**config.mk**
```make
export PLATFORM = sky130hd
export DESIGN_NAME = sequence_controller
export DESIGN_NICKNAME = d
export VERILOG_FILES = /design/src/rtl/sequence_controller.sv
export SDC_FILE = /design/constraint.sdc
export NUM_CORES = 1
export LEC_CHECK = 0
export ABC_CLOCK_PERIOD_IN_PS = 5450
export CORE_ASPECT_RATIO = 1.1
export CORE_MARGIN = 2
export CORE_UTILIZATION = 39
export CTS_BUF_LIST = sky130_fd_sc_hd__clkbuf_8
export DETAILED_ROUTE_END_ITERATION = 6
export PLACE_DENSITY = 0.6
export SYNTH_ARGS = -nofsm -noshare
export SYNTH_HDL_FRONTEND = slang
export SYNTH_SLANG_ARGS = --single-unit
```
**constraint.sdc**
```tcl
create_clock -name clk -period 5.45 [get_ports clk]
set_input_delay 0.8175 -clock clk [delete_from_list [all_inputs] [get_ports clk]]
set_output_delay 0.8175 -clock clk [all_outputs]
set_load 0.02 [all_outputs]
```
**src/rtl/sequence_controller.sv**
```systemverilog
// Round controller for the memory-sequence game: grows a random colour sequence,
// plays it on the LEDs, checks the player's keys and reports the final score.
module sequence_controller #(
    parameter int MAX_LEN     = 15,
    parameter int SHOW_CYCLES = 25000000,
    parameter int GAP_CYCLES  = 12500000
) (
    input  logic       clk,
    input  logic       resetn,
    input  logic       start,
    input  logic       key_valid,
    input  logic [1:0] key_color,
    output logic [3:0] led,
    output logic [3:0] sequence_counter,
    output logic       load_current,
    output logic       load_best,
    output logic       awaiting_input,
    output logic       game_over
);

    localparam int TMAX = (SHOW_CYCLES > GAP_CYCLES) ? SHOW_CYCLES : GAP_CYCLES;
    localparam int TW   = (TMAX > 1) ? $clog2(TMAX) : 1;
    localparam logic [TW-1:0] SHOW_LOAD = TW'(SHOW_CYCLES - 1);
    localparam logic [TW-1:0] GAP_LOAD  = TW'(GAP_CYCLES - 1);
    localparam logic [4:0]    LEN_MAX   = 5'(MAX_LEN);

    typedef enum logic [2:0] {
        S_IDLE,
        S_APPEND,
        S_SHOW_ON,
        S_SHOW_OFF,
        S_WAIT_KEY,
        S_ROUND_DONE,
        S_END,
        S_GAME_OVER
    } state_e;

    state_e        state_q, state_d;
    logic [7:0]    lfsr_q, lfsr_d;
    logic [4:0]    len_q, len_d;
    logic [3:0]    play_idx_q, play_idx_d;
    logic [3:0]    in_idx_q, in_idx_d;
    logic [3:0]    score_q, score_d;
    logic [TW-1:0] timer_q, timer_d;
    logic [1:0]    mem_q [16];
    logic          mem_we;

    logic [4:0]    len_m1;
    logic          play_last;
    logic          in_last;
    logic          key_match;

    function automatic logic [3:0] onehot(input logic [1:0] c);
        return 4'b0001 << c;
    endfunction

    // x^8+x^6+x^5+x^4+1 is maximal length, so the seed can never decay to zero.
    assign lfsr_d = {lfsr_q[6:0], lfsr_q[7] ^ lfsr_q[5] ^ lfsr_q[4] ^ lfsr_q[3]};

    assign len_m1    = len_q - 5'd1;
    assign play_last = ({1'b0, play_idx_q} == len_m1);
    assign in_last   = ({1'b0, in_idx_q} == len_m1);
    assign key_match = (key_color == mem_q[in_idx_q]);

    always_ff @(posedge clk or negedge resetn) begin
        if (!resetn) begin
            state_q    <= S_IDLE;
            lfsr_q     <= 8'hA5;
            len_q      <= 5'd0;
            play_idx_q <= 4'd0;
            in_idx_q   <= 4'd0;
            score_q    <= 4'd0;
            timer_q    <= '0;
        end else begin
            state_q    <= state_d;
            lfsr_q     <= lfsr_d;
            len_q      <= len_d;
            play_idx_q <= play_idx_d;
            in_idx_q   <= in_idx_d;
            score_q    <= score_d;
            timer_q    <= timer_d;
        end
    end

    // The colour store is pure data; len gates every read, so it needs no reset.
    always_ff @(posedge clk) begin
        if (mem_we) begin
            mem_q[len_q[3:0]] <= lfsr_q[1:0];
        end
    end

    always_comb begin
        state_d    = state_q;
        len_d      = len_q;
        play_idx_d = play_idx_q;
        in_idx_d   = in_idx_q;
        score_d    = score_q;
        timer_d    = timer_q;
        mem_we     = 1'b0;

        case (state_q)
            S_IDLE, S_GAME_OVER: begin
                if (start) begin
                    score_d = 4'd0;
                    len_d   = 5'd0;
                    state_d = S_APPEND;
                end
            end
            S_APPEND: begin
                mem_we     = 1'b1;
                len_d      = len_q + 5'd1;
                play_idx_d = 4'd0;
                timer_d    = SHOW_LOAD;
                state_d    = S_SHOW_ON;
            end
            S_SHOW_ON: begin
                if (timer_q == '0) begin
                    timer_d = GAP_LOAD;
                    state_d = S_SHOW_OFF;
                end else begin
                    timer_d = timer_q - TW'(1);
                end
            end
            S_SHOW_OFF: begin
                if (timer_q != '0) begin
                    timer_d = timer_q - TW'(1);
                end else if (play_last) begin
                    in_idx_d = 4'd0;
                    state_d  = S_WAIT_KEY;
                end else begin
                    play_idx_d = play_idx_q + 4'd1;
                    timer_d    = SHOW_LOAD;
                    state_d    = S_SHOW_ON;
                end
            end
            S_WAIT_KEY: begin
                if (key_valid) begin
                    if (!key_match) begin
                        state_d = S_END;
                    end else if (in_last) begin
                        state_d = S_ROUND_DONE;
                    end else begin
                        in_idx_d = in_idx_q + 4'd1;
                    end
                end
            end
            S_ROUND_DONE: begin
                score_d = len_q[3:0];
                state_d = (len_q == LEN_MAX) ? S_END : S_APPEND;
            end
            S_END: begin
                state_d = S_GAME_OVER;
            end
            default: begin
                state_d = S_IDLE;
            end
        endcase
    end

    // Outputs decode registered state only; no input reaches an output combinationally.
    always_comb begin
        led = 4'd0;
        if (state_q == S_SHOW_ON) begin
            led = onehot(mem_q[play_idx_q]);
        end
    end

    assign sequence_counter = score_q;
    assign load_current     = (state_q == S_END);
    assign load_best        = (state_q == S_END);
    assign awaiting_input   = (state_q == S_WAIT_KEY);
    assign game_over        = (state_q == S_GAME_OVER);

endmodule

```
==> results of run 1 <==
cell usage in the layout, fill, tap and decap left out, drive strengths merged, types with 5 or more instances in the layout:
cell type	synthesis	routed
dfrtp	49	49
nor2	46	46
o21ai	39	39
nand2	36	36
a21oi	36	36
edfxtp	32	32
nor3	20	20
clkdlybuf4s50	0	16
and2	15	15
and3	13	13
inv	12	12
mux2i	10	10
a31oi	10	10
mux4	9	9
ha	9	9
clkbuf	22	9
mux2	7	7
xor2	7	7
nor4	7	7
a22oi	6	6
nand3	6	6
nor3b	6	6
clkinv	0	6
nand2b	5	5
xnor2	5	5
a221oi	5	5
buf	9	5
registers in the layout, indices dropped and copies added, names as in the netlist:
signal / flops
mem_q: 32
timer_q: 25
lfsr_q: 8
len_q: 5
in_idx_q: 4
play_idx_q: 4
sequence_counter: 4
state_q: 3
power by group:
part	total [uW]	switching [uW]	internal (uW)
combinational	16.3	11.9	4.40
clock	444	234	210
sequential	659	0	659
per-layer routing:
layer  GRT usage  routed length [um]
met5           0                   0
met2       0.303                5710
met3      0.0313                 393
met4      0.0633                 207
met1       0.238                5360
cell usage after synthesis (all sizes together) (3+ instances only):
master and number:
a211oi 3, a21oi 36, a221oi 5, a22oi 6, a311oi 4, a31oi 10
and2 15, and3 13, buf 9, clkbuf 22, dfrtp 49, dfstp 4
edfxtp 32, ha 9, inv 12, mux2 7, mux2i 10, mux4 9
nand2 36, nand2b 5, nand3 6, nand4 4, nor2 46, nor2b 4
nor3 20, nor3b 6, nor4 7, o21ai 39, o22ai 4, o31ai 3
o41ai 3, or3 4, or4 3, xnor2 5, xor2 7
area by class of cell:
type	count	area, um2
fillers	1204	7120
multi-input cells	361	2450
flip-flops and latches	85	2290
well taps	157	196
repair buffers	21	195
clock buffers	9	124
clock inverters	7	66.3
inverters	12	45.0
final timing paths:
path,startpoint,endpoint,slack (ns)
max,play_idx_q[0],led[1],1.54
min,lfsr_q[6],lfsr_q[7],0.36
max reg2reg,len_q[0],timer_q[22],2.22
min reg2reg,lfsr_q[6],lfsr_q[7],0.36
max in group asynchronous,resetn,lfsr_q[6],4.35
min in group asynchronous,resetn,lfsr_q[1],0.56
stage by stage:
stage / total power [uW] / worst slack, ns
5_1_grt: 1160 / 1.35
2_1_floorplan: 675 / 2.52
3_5_place_dp: 689 / 1.95
3_3_place_gp: 689 / 2.00
6_report: 1120 / 1.54
4_1_cts: 1140 / 1.54
cells by family after synthesis:
group	share of synthesized area
AO/OA/AOI/OAI	0.177
XOR/XNOR	0.0305
adder cells (fa/ha/maj)	0.0229
buffers and inverters	0.0379
flip-flops	0.465
multiplexers	0.0775
AND/OR/NAND/NOR	0.189
==> out/metrics.yaml, run 1 <==
final_layout:
  antenna_cells: 0
  drive_above_1_share: 0.107
  stdcell_area_um2: 5370
  fin_util: 0.430
  stdcell_count: 652
  area_growth_pct: 8.94
  finish.net_count: 505
synth:
  synthTopCellsByArea: "dfrtp_1, edfxtp_1, mux4_2"
  synth.distinct_cells: 66
  synth-seq-area-share: 0.465
  netlist_area_um2: 4920
  synth_top_cell_by_area: "dfrtp_1"
  synth_edf_count: 32
  syn_inst: 489
  synthFlopType: "dfrtp_1"
  synth.avg_cell_area_um2: 10.1
  ys_warn_count: 0
  synth.net_count: 504
  netlist.area_leader.share: 0.249
  yosys_register_bits: 85
  synthArstFlopShare: 0.624
clock_tree:
  cts_root_buffer: "clkbuf_8"
  clk_latency_ns: 0.36
  postCtsSetupBuffers: 0
  htreeDepth: 3
  cts_tree: "done"
  cts_hold_buf: 0
  ctsResizeCount: 0
  clock_sinks: 85
  cts_made_buffers: 9
  clk_path_buf_depth: 2
  clkTransAtPathRegs_ns: 0.09
floorplanning:
  initial_utilization: 0.395
  die_w_um: 111
  rows: 43
  die_area_um2: 13500
  die-height_um: 122
  core-area_um2: 12500
  pin_count: 18
routing:
  via_per_inst: 5.85
  drt_iter0_drc: 308
  postRouteAntennaNets: 0
  drc: 0
  routed_wl_mm: 11.7
  wl_per_cell_um: 17.9
  via_count: 3814
  drtPass1Iterations: 5
power:
  p_leak_uw: 0.00189
  ir_drop_mv: 0.137
  power_density_nw_per_um2: 209
grt:
  grt_pass1_vias: 3723
  grt_overflow: 0
  grt_use_total: 0.180
  antenna_found_initial: 0
  grt_pass1_wl_mm: 19.5
  grt_max_degree: 54
timing:
  rsz0062_at_grt: "no"
  tightest_slew_ns: 1.01
  period_needed_ns: 3.91
  finalHoldViolations: 0
  tns_ns: 0
  setup_violations: 0
  holdWs_ns: 0.356
  max_freq_mhz: 256
  timing.final.max_slew_violations: 0
  skew_ns: 0.0133
  max-slew-margin-rel: 0.325
  fin_crit_sh: 0.717
placement:
  dp.cells: 636
  dp_hpwl_mm: 8.00
  io_buffers: 17
  globalplace.congestion: 0.872
  dpl_cell_area_um2: 5170
setup_path:
  worst-path-stages: 7
  crit_fanout: 18
  critPathMaxStageDelay_ns: 0.87
  reg2reg_depth: 9
  crit_slowest_cell: "dfrtp_1"
  path_delay_family: "flip-flops"
  path_cells: "mux2_2 -> o21ai_0 -> a21oi_1 -> o21ai_0 -> nand4_1 -> a21oi_1 -> clkdlybuf4s50_1"
  crit_arrival_ns: 3.09
  cp.required_ns: 4.63
  critPathKind: "reg2out"
  crit_buf_inv: 1
  endpoint_kind: "primary output"
  startpoint_type: "register"
worst_hold_path:
  min_path_type: "reg2reg"
  whs_path_depth: 0
run:
  cap_violations: 0
outcome:
  status: "finished, final reports clean"
Power figures use the tool's default switching activity.
==> inputs of run 2 (changes only) <==
- ABC_CLOCK_PERIOD_IN_PS: 5450 -> 3460
- PLACE_DENSITY: 0.6 -> 0.62
- clock period: 5.45 -> 3.46 ns (I/O delays scaled with it)
==> out/metrics.yaml, run 2 (synthesis results as in run 1) <==
clock_tree:
  clock_sinks: 85  # unchanged
  cts_tree: "done"  # unchanged
  cts_hold_buf: 0  # unchanged
  cts_root_buffer: "clkbuf_8"  # unchanged
  clk_path_buf_depth: 2  # unchanged
  clkTransAtPathRegs_ns: 0.10  # was 0.09 ns
  clk_latency_ns: 0.37  # was 0.36 ns
  cts_made_buffers: 9  # unchanged
  htreeDepth: 3  # unchanged
placement:
  io_buffers: 17  # unchanged
  dpl_worst_slack_ns: 0.228  # was 1.95 ns
  globalplace.congestion: 0.911  # was 0.872
  dp.cells: 647  # was 636
  dp_hpwl_mm: 8.37  # was 8.00 mm
floorplanning:
  die-height_um: 122  # unchanged
  core-area_um2: 12500  # unchanged
  pin_count: 18  # unchanged
  die_w_um: 111  # unchanged
  die_area_um2: 13500  # unchanged
  initial_utilization: 0.395  # unchanged
  rows: 43  # unchanged
routing:
  drc: 2  # was 0
  postRouteAntennaNets: 0  # unchanged
  via_per_inst: 5.94  # was 5.85
  wl_per_cell_um: 18.0  # was 17.9 um
  via_count: 3935  # was 3814
  drt_iter0_drc: 321  # was 308
  drtPass1Iterations: 7  # was 5
  routed_wl_mm: 11.9  # was 11.7 mm
final_layout:
  fillers: 1169  # was 1204
  area_growth_pct: 11.8  # was 8.94%
  mostFrequentLayoutCells: "dfrtp_1, nor2_1, o21ai_0, nand2_1, a21oi_1"  # unchanged
  drive_above_1_share: 0.130  # was 0.107
  finish.net_count: 516  # was 505
  antenna_cells: 0  # unchanged
  stdcell_count: 663  # was 652
  final_common_cell: "dfrtp_1"  # unchanged
  largest_reg_flops: 32  # unchanged
power:
  power_density_nw_per_um2: 350  # was 209 nW/um2
  p_leak_uw: 0.00196  # was 0.00189 uW
  ir_drop_mv: 0.155  # was 0.137 mV
setup_path:
  cp.required_ns: 2.94  # was 4.63 ns
  crit_fanout: 18  # unchanged
  path_cells: "mux2_2 -> o21ai_0 -> a21oi_1 -> o21ai_0 -> a211oi_1 -> nor2b_1 -> clkdlybuf4s50_1"  # was mux2_2 -> o21ai_0 -> a21oi_1 -> o21ai_0 -> nand4_1 -> a21oi_1 -> clkdlybuf4s50_1
  critPathKind: "reg2out"  # unchanged
  reg2reg_depth: 6  # was 9
  crit_top_cell: "o21ai_0"
  r2r-end: "timer_q[19]"  # was timer_q[22]
  r2r_start: "timer_q[11]"  # was len_q[0]
  crit_slowest_cell: "clkdlybuf4s50_1"  # was dfrtp_1
  crit_buf_inv: 1  # unchanged
  ff2ff_setup_slack_ns: 0.43  # was 2.22 ns
  worst-path-stages: 7  # unchanged
  critPathLaunch: "play_idx_q[0]"  # unchanged
  critPathMaxStageDelay_ns: 0.62  # was 0.87 ns
  path_delay_family: "compound AO/OA/AOI/OAI gates"  # was flip-flops
  crit_arrival_ns: 2.82  # was 3.09 ns
  endpoint_kind: "primary output"  # unchanged
  endpoint: "led[2]"  # was led[1]
  startpoint_type: "register"  # unchanged
grt:
  grt_pass1_wl_mm: 19.9  # was 19.5 mm
  antenna_found_initial: 0  # unchanged
  grt_use_total: 0.185  # was 0.180
  grt_max_degree: 43  # was 54
  grt_overflow: 0  # unchanged
  grt_pass1_vias: 3932  # was 3723
timing:
  setup_violations: 0  # unchanged
  timing.final.max_slew_violations: 0  # unchanged
  max-slew-margin-rel: 0.204  # was 0.325
  finalHoldViolations: 0  # unchanged
  rsz0062_at_grt: "no"  # unchanged
  period_needed_ns: 3.34
  skew_ns: 0.0164  # was 0.0133 ns
  fin_ws_ns: 0.123  # was 1.54 ns
  tightest_slew_ns: 1.19  # was 1.01 ns
  max_freq_mhz: 300
  tns_ns: 0  # unchanged
  fin_crit_sh: 0.964
outcome:
  violations: "DRC"
  status: "complete, but fails checks"  # was finished, final reports clean
run:
  cap_violations: 0  # unchanged
worst_hold_path:
  min_path_type: "in2async"  # was reg2reg
==> run 2: through the flow <==
stage / hold slack, ns / total power, uW / utilization / area [um2]
detailed placement: 0.346 / 1090 / 0.421 / 5260
CTS: 0.360 / 1950 / 0.441 / 5500
floorplan: 0.223 / 1060 / - / 4920
global route: 0.387 / 2000 / 0.441 / 5510
global placement: 0.339 / 1090 / 0.421 / 5260
finish: 0.316 / 1930 / 0.441 / 5510
==> run 2: layout make-up <==
cell class	count	area [um2]	area share
clock buffer	9	124	0.0225
clock inverter	7	120	0.0218
inverter	12	45.0	0.00818
multi-input combinational	361	2450	0.444
sequential	85	2300	0.417
tap	157	196	0.0357
timing repair buffer	32	278	0.0505
==> run 2: worst min-delay path by stage <==
stage | from | cells past startpoint | end
finish | resetn | 1 | len_q[2]
global route | lfsr_q[6] | 0 | lfsr_q[7]
CTS | resetn | 1 | len_q[1]
detailed placement | lfsr_q[6] | 0 | lfsr_q[7]
global placement | lfsr_q[6] | 0 | lfsr_q[7]
floorplan | resetn | 0 | in_idx_q[0]
==> run 2: what timing repair did <==
| action | CTS | global route |
|---|---|---|
| pin swaps | 0 | 0 |
| setup endpoints to repair | 4 | 3 |
| resized for setup | 1 | 1 |
| buffers inserted | 0 | 0 |
==> run 2: power by group <==
group / leakage, uW / internal, uW / total [uW] / switching, uW
Sequential: 0.000859 / 1040 / 1040 / 0
Clock: 0.000120 / 483 / 865 / 382
Combinational: 0.000984 / 6.97 / 25.8 / 18.8
Total: 0.00196 / 1530 / 1930 / 401
==> run 2: routing by layer <==
metal / wire length [um] / up-vias / global-route usage
li1: - / 1854 / -
met1: 5090 / 1946 / 0.233
met2: 6050 / 104 / 0.316
met3: 487 / 31 / 0.0383
met4: 299 / 0 / 0.0694
met5: 0 / - / 0
==> inputs of run 3 (changes only) <==
- CORE_UTILIZATION: 39 -> 24
- PLACE_DENSITY: 0.62 -> 0.45
==> out/metrics.yaml, run 3 (synthesis results as in run 1) <==
floorplanning:
  die-height_um: 154  # was 122 um
  pin_count: 18  # unchanged
  rows: 54  # was 43
  initial_utilization: 0.246  # was 0.395
  core-area_um2: 20000  # was 12500 um2
  die_w_um: 141  # was 111 um
  die_area_um2: 21700  # was 13500 um2
placement:
  dpl_worst_slack_ns: 0.354  # was 0.228 ns
  io_buffers: 17  # unchanged
  globalplace.congestion: 0.816  # was 0.911
  dp_hpwl_mm: 9.12  # was 8.37 mm
  dpl_cell_area_um2: 5390  # was 5260 um2
clock_tree:
  cts_hold_buf: 0  # unchanged
  clock_sinks: 85  # unchanged
  cts_root_buffer: "clkbuf_8"  # unchanged
  cts_made_buffers: 9  # unchanged
  htreeDepth: 3  # unchanged
  clk_latency_ns: 0.38  # was 0.37 ns
  cts_tree: "done"  # unchanged
  clkTransAtPathRegs_ns: 0.10  # about the same
  clk_path_buf_depth: 2  # unchanged
outcome:
  status: "finished, final reports clean"  # was complete, but fails checks
timing:
  fin_ws_ns: 0.236  # was 0.123 ns
  tightest_slew_ns: 1.06  # was 1.19 ns
  rsz0062_at_grt: "no"  # unchanged
  tns_ns: 0  # unchanged
  holdWs_ns: 0.188  # was 0.316 ns
  max-slew-margin-rel: 0.292  # was 0.204
  skew_ns: 0.0157  # was 0.0164 ns
  setup_violations: 0  # unchanged
  max_freq_mhz: 310  # was 300 MHz
  period_needed_ns: 3.22  # was 3.34 ns
  timing.final.max_slew_violations: 0  # unchanged
  fin_crit_sh: 0.932  # was 0.964
  finalHoldViolations: 0  # unchanged
power:
  clkPwrFrac: 0.418  # was 0.449
  seqPwrFrac: 0.568  # was 0.538
  switching_share: 0.241  # was 0.208
  p_leak_uw: 0.00197  # was 0.00196 uW
  ir_drop_mv: 0.125  # was 0.155 mV
  power_density_nw_per_um2: 325  # was 350 nW/um2
  pwr-share-comb: 0.014  # was 0.013
  p_switching_uw: 440  # was 401 uW
  intPower_uw: 1390  # was 1530 uW
routing:
  wl_per_cell_um: 17.0  # was 18.0 um
  drtPass1Iterations: 4  # was 7
  postRouteAntennaNets: 0  # unchanged
  routed_wl_mm: 13.0  # was 11.9 mm
  via_per_inst: 5.04  # was 5.94
  drc: 0  # was 2
  via_count: 3853  # was 3935
  drt_iter0_drc: 286  # was 321
setup_path:
  startpoint_type: "register"  # unchanged
  crit_fanout: 11  # was 18
  cp.required_ns: 2.94  # about the same
  crit_arrival_ns: 2.70  # was 2.82 ns
  critPathKind: "reg2out"  # unchanged
  endpoint_kind: "primary output"  # unchanged
grt:
  grt_overflow: 0  # unchanged
  grt_pass1_vias: 3863  # was 3932
  grt_max_degree: 30  # was 43
  grt_pass1_wl_mm: 21.0  # was 19.9 mm
  grt_use_total: 0.123  # was 0.185
  antenna_found_initial: 0  # unchanged
final_layout:
  final_common_cell: "dfrtp_1"  # unchanged
  area_growth_pct: 14.4  # was 11.8%
  stdcell_area_um2: 5630  # was 5510 um2
  drive_above_1_share: 0.143  # was 0.130
  multi_input_area_um2: 2450  # unchanged
  antenna_cells: 0  # unchanged
  largest_reg_flops: 32  # unchanged
  seq_area_um2: 2300  # about the same
  mostFrequentLayoutCells: "dfrtp_1, nor2_1, o21ai_0, nand2_1, a21oi_1"  # unchanged
  fillers: 2087  # was 1169
  finish.net_count: 522  # was 516
run:
  cap_violations: 0  # unchanged
worst_hold_path:
  min_path_type: "in2async"  # unchanged
run 3: cell types whose count changed in the layout (fill, tap and decap cells not counted), sizes merged:
cell and change:
inv +1, buf +6, bufinv -2, clkinv +1
run 3: area by class of cell:
| type | count | area share |
|---|---|---|
| Inverter | 12 | 0.00800 |
| Tap cell | 252 | 0.0560 |
| Clock inverter | 7 | 0.0144 |
| Sequential cell | 85 | 0.408 |
| Timing Repair Buffer | 38 | 0.0573 |
| Multi-Input combinational cell | 361 | 0.434 |
| Clock buffer | 9 | 0.0220 |
run 3: power by group through the flow:
stage	sequential (uW)	combinational (uW)	clock [uW]
after floorplan	1060	4.40	0
after global placement	1060	28.2	0
after detailed placement	1060	28.0	0
after CTS	1040	28.4	792
after global routing	1040	31.3	829
final	1040	26.4	765
run 3: per-stage QoR:
stage | total power (uW) | std cells | utilization
after detailed placement | 1090 | 744 | 0.270
after floorplan | 1060 | 489 | -
final | 1830 | 764 | 0.282
after global placement | 1090 | 744 | 0.270
after CTS | 1860 | 760 | 0.280
after global routing | 1900 | 764 | 0.282
run 3: final timing paths:
path | startpoint | endpoint | slack, ns | depth (start not counted)
worst max-delay path | play_idx_q[0] | led[2] | 0.24 | 7
worst min-delay path | resetn | lfsr_q[6] | 0.19 | 1
max in group asynchronous | resetn | timer_q[23] | 2.42 | 2
min in group clk | lfsr_q[6] | lfsr_q[7] | 0.37 | 0
worst max register to register | timer_q[11] | timer_q[21] | 0.45 | 6
worst min register to register | lfsr_q[6] | lfsr_q[7] | 0.37 | 0
run 3: what timing repair did:
action | CTS | global route
buffers inserted | 0 | 4
resized for setup | 1 | 2
endpoints found under the setup margin | 3 | 2
endpoints found under the hold margin | 0 | 0
run 3: critical path: stages, from the launching register on:
cell and delay [ns]:
dfrtp_4 0.57, mux2_2 0.24, o21ai_0 0.06, a21oi_1 0.17, o21ai_0 0.14, a211oi_1 0.34
nor2b_1 0.19, clkdlybuf4s50_1 0.62
run 3: per-layer routing:
| layer | global-route usage | share of wire |
|---|---|---|
| met4 | 0.0548 | 0.020 |
| met1 | 0.154 | 0.45 |
| met3 | 0.0229 | 0.035 |
| met5 | 0 | 0 |
| met2 | 0.208 | 0.49 |
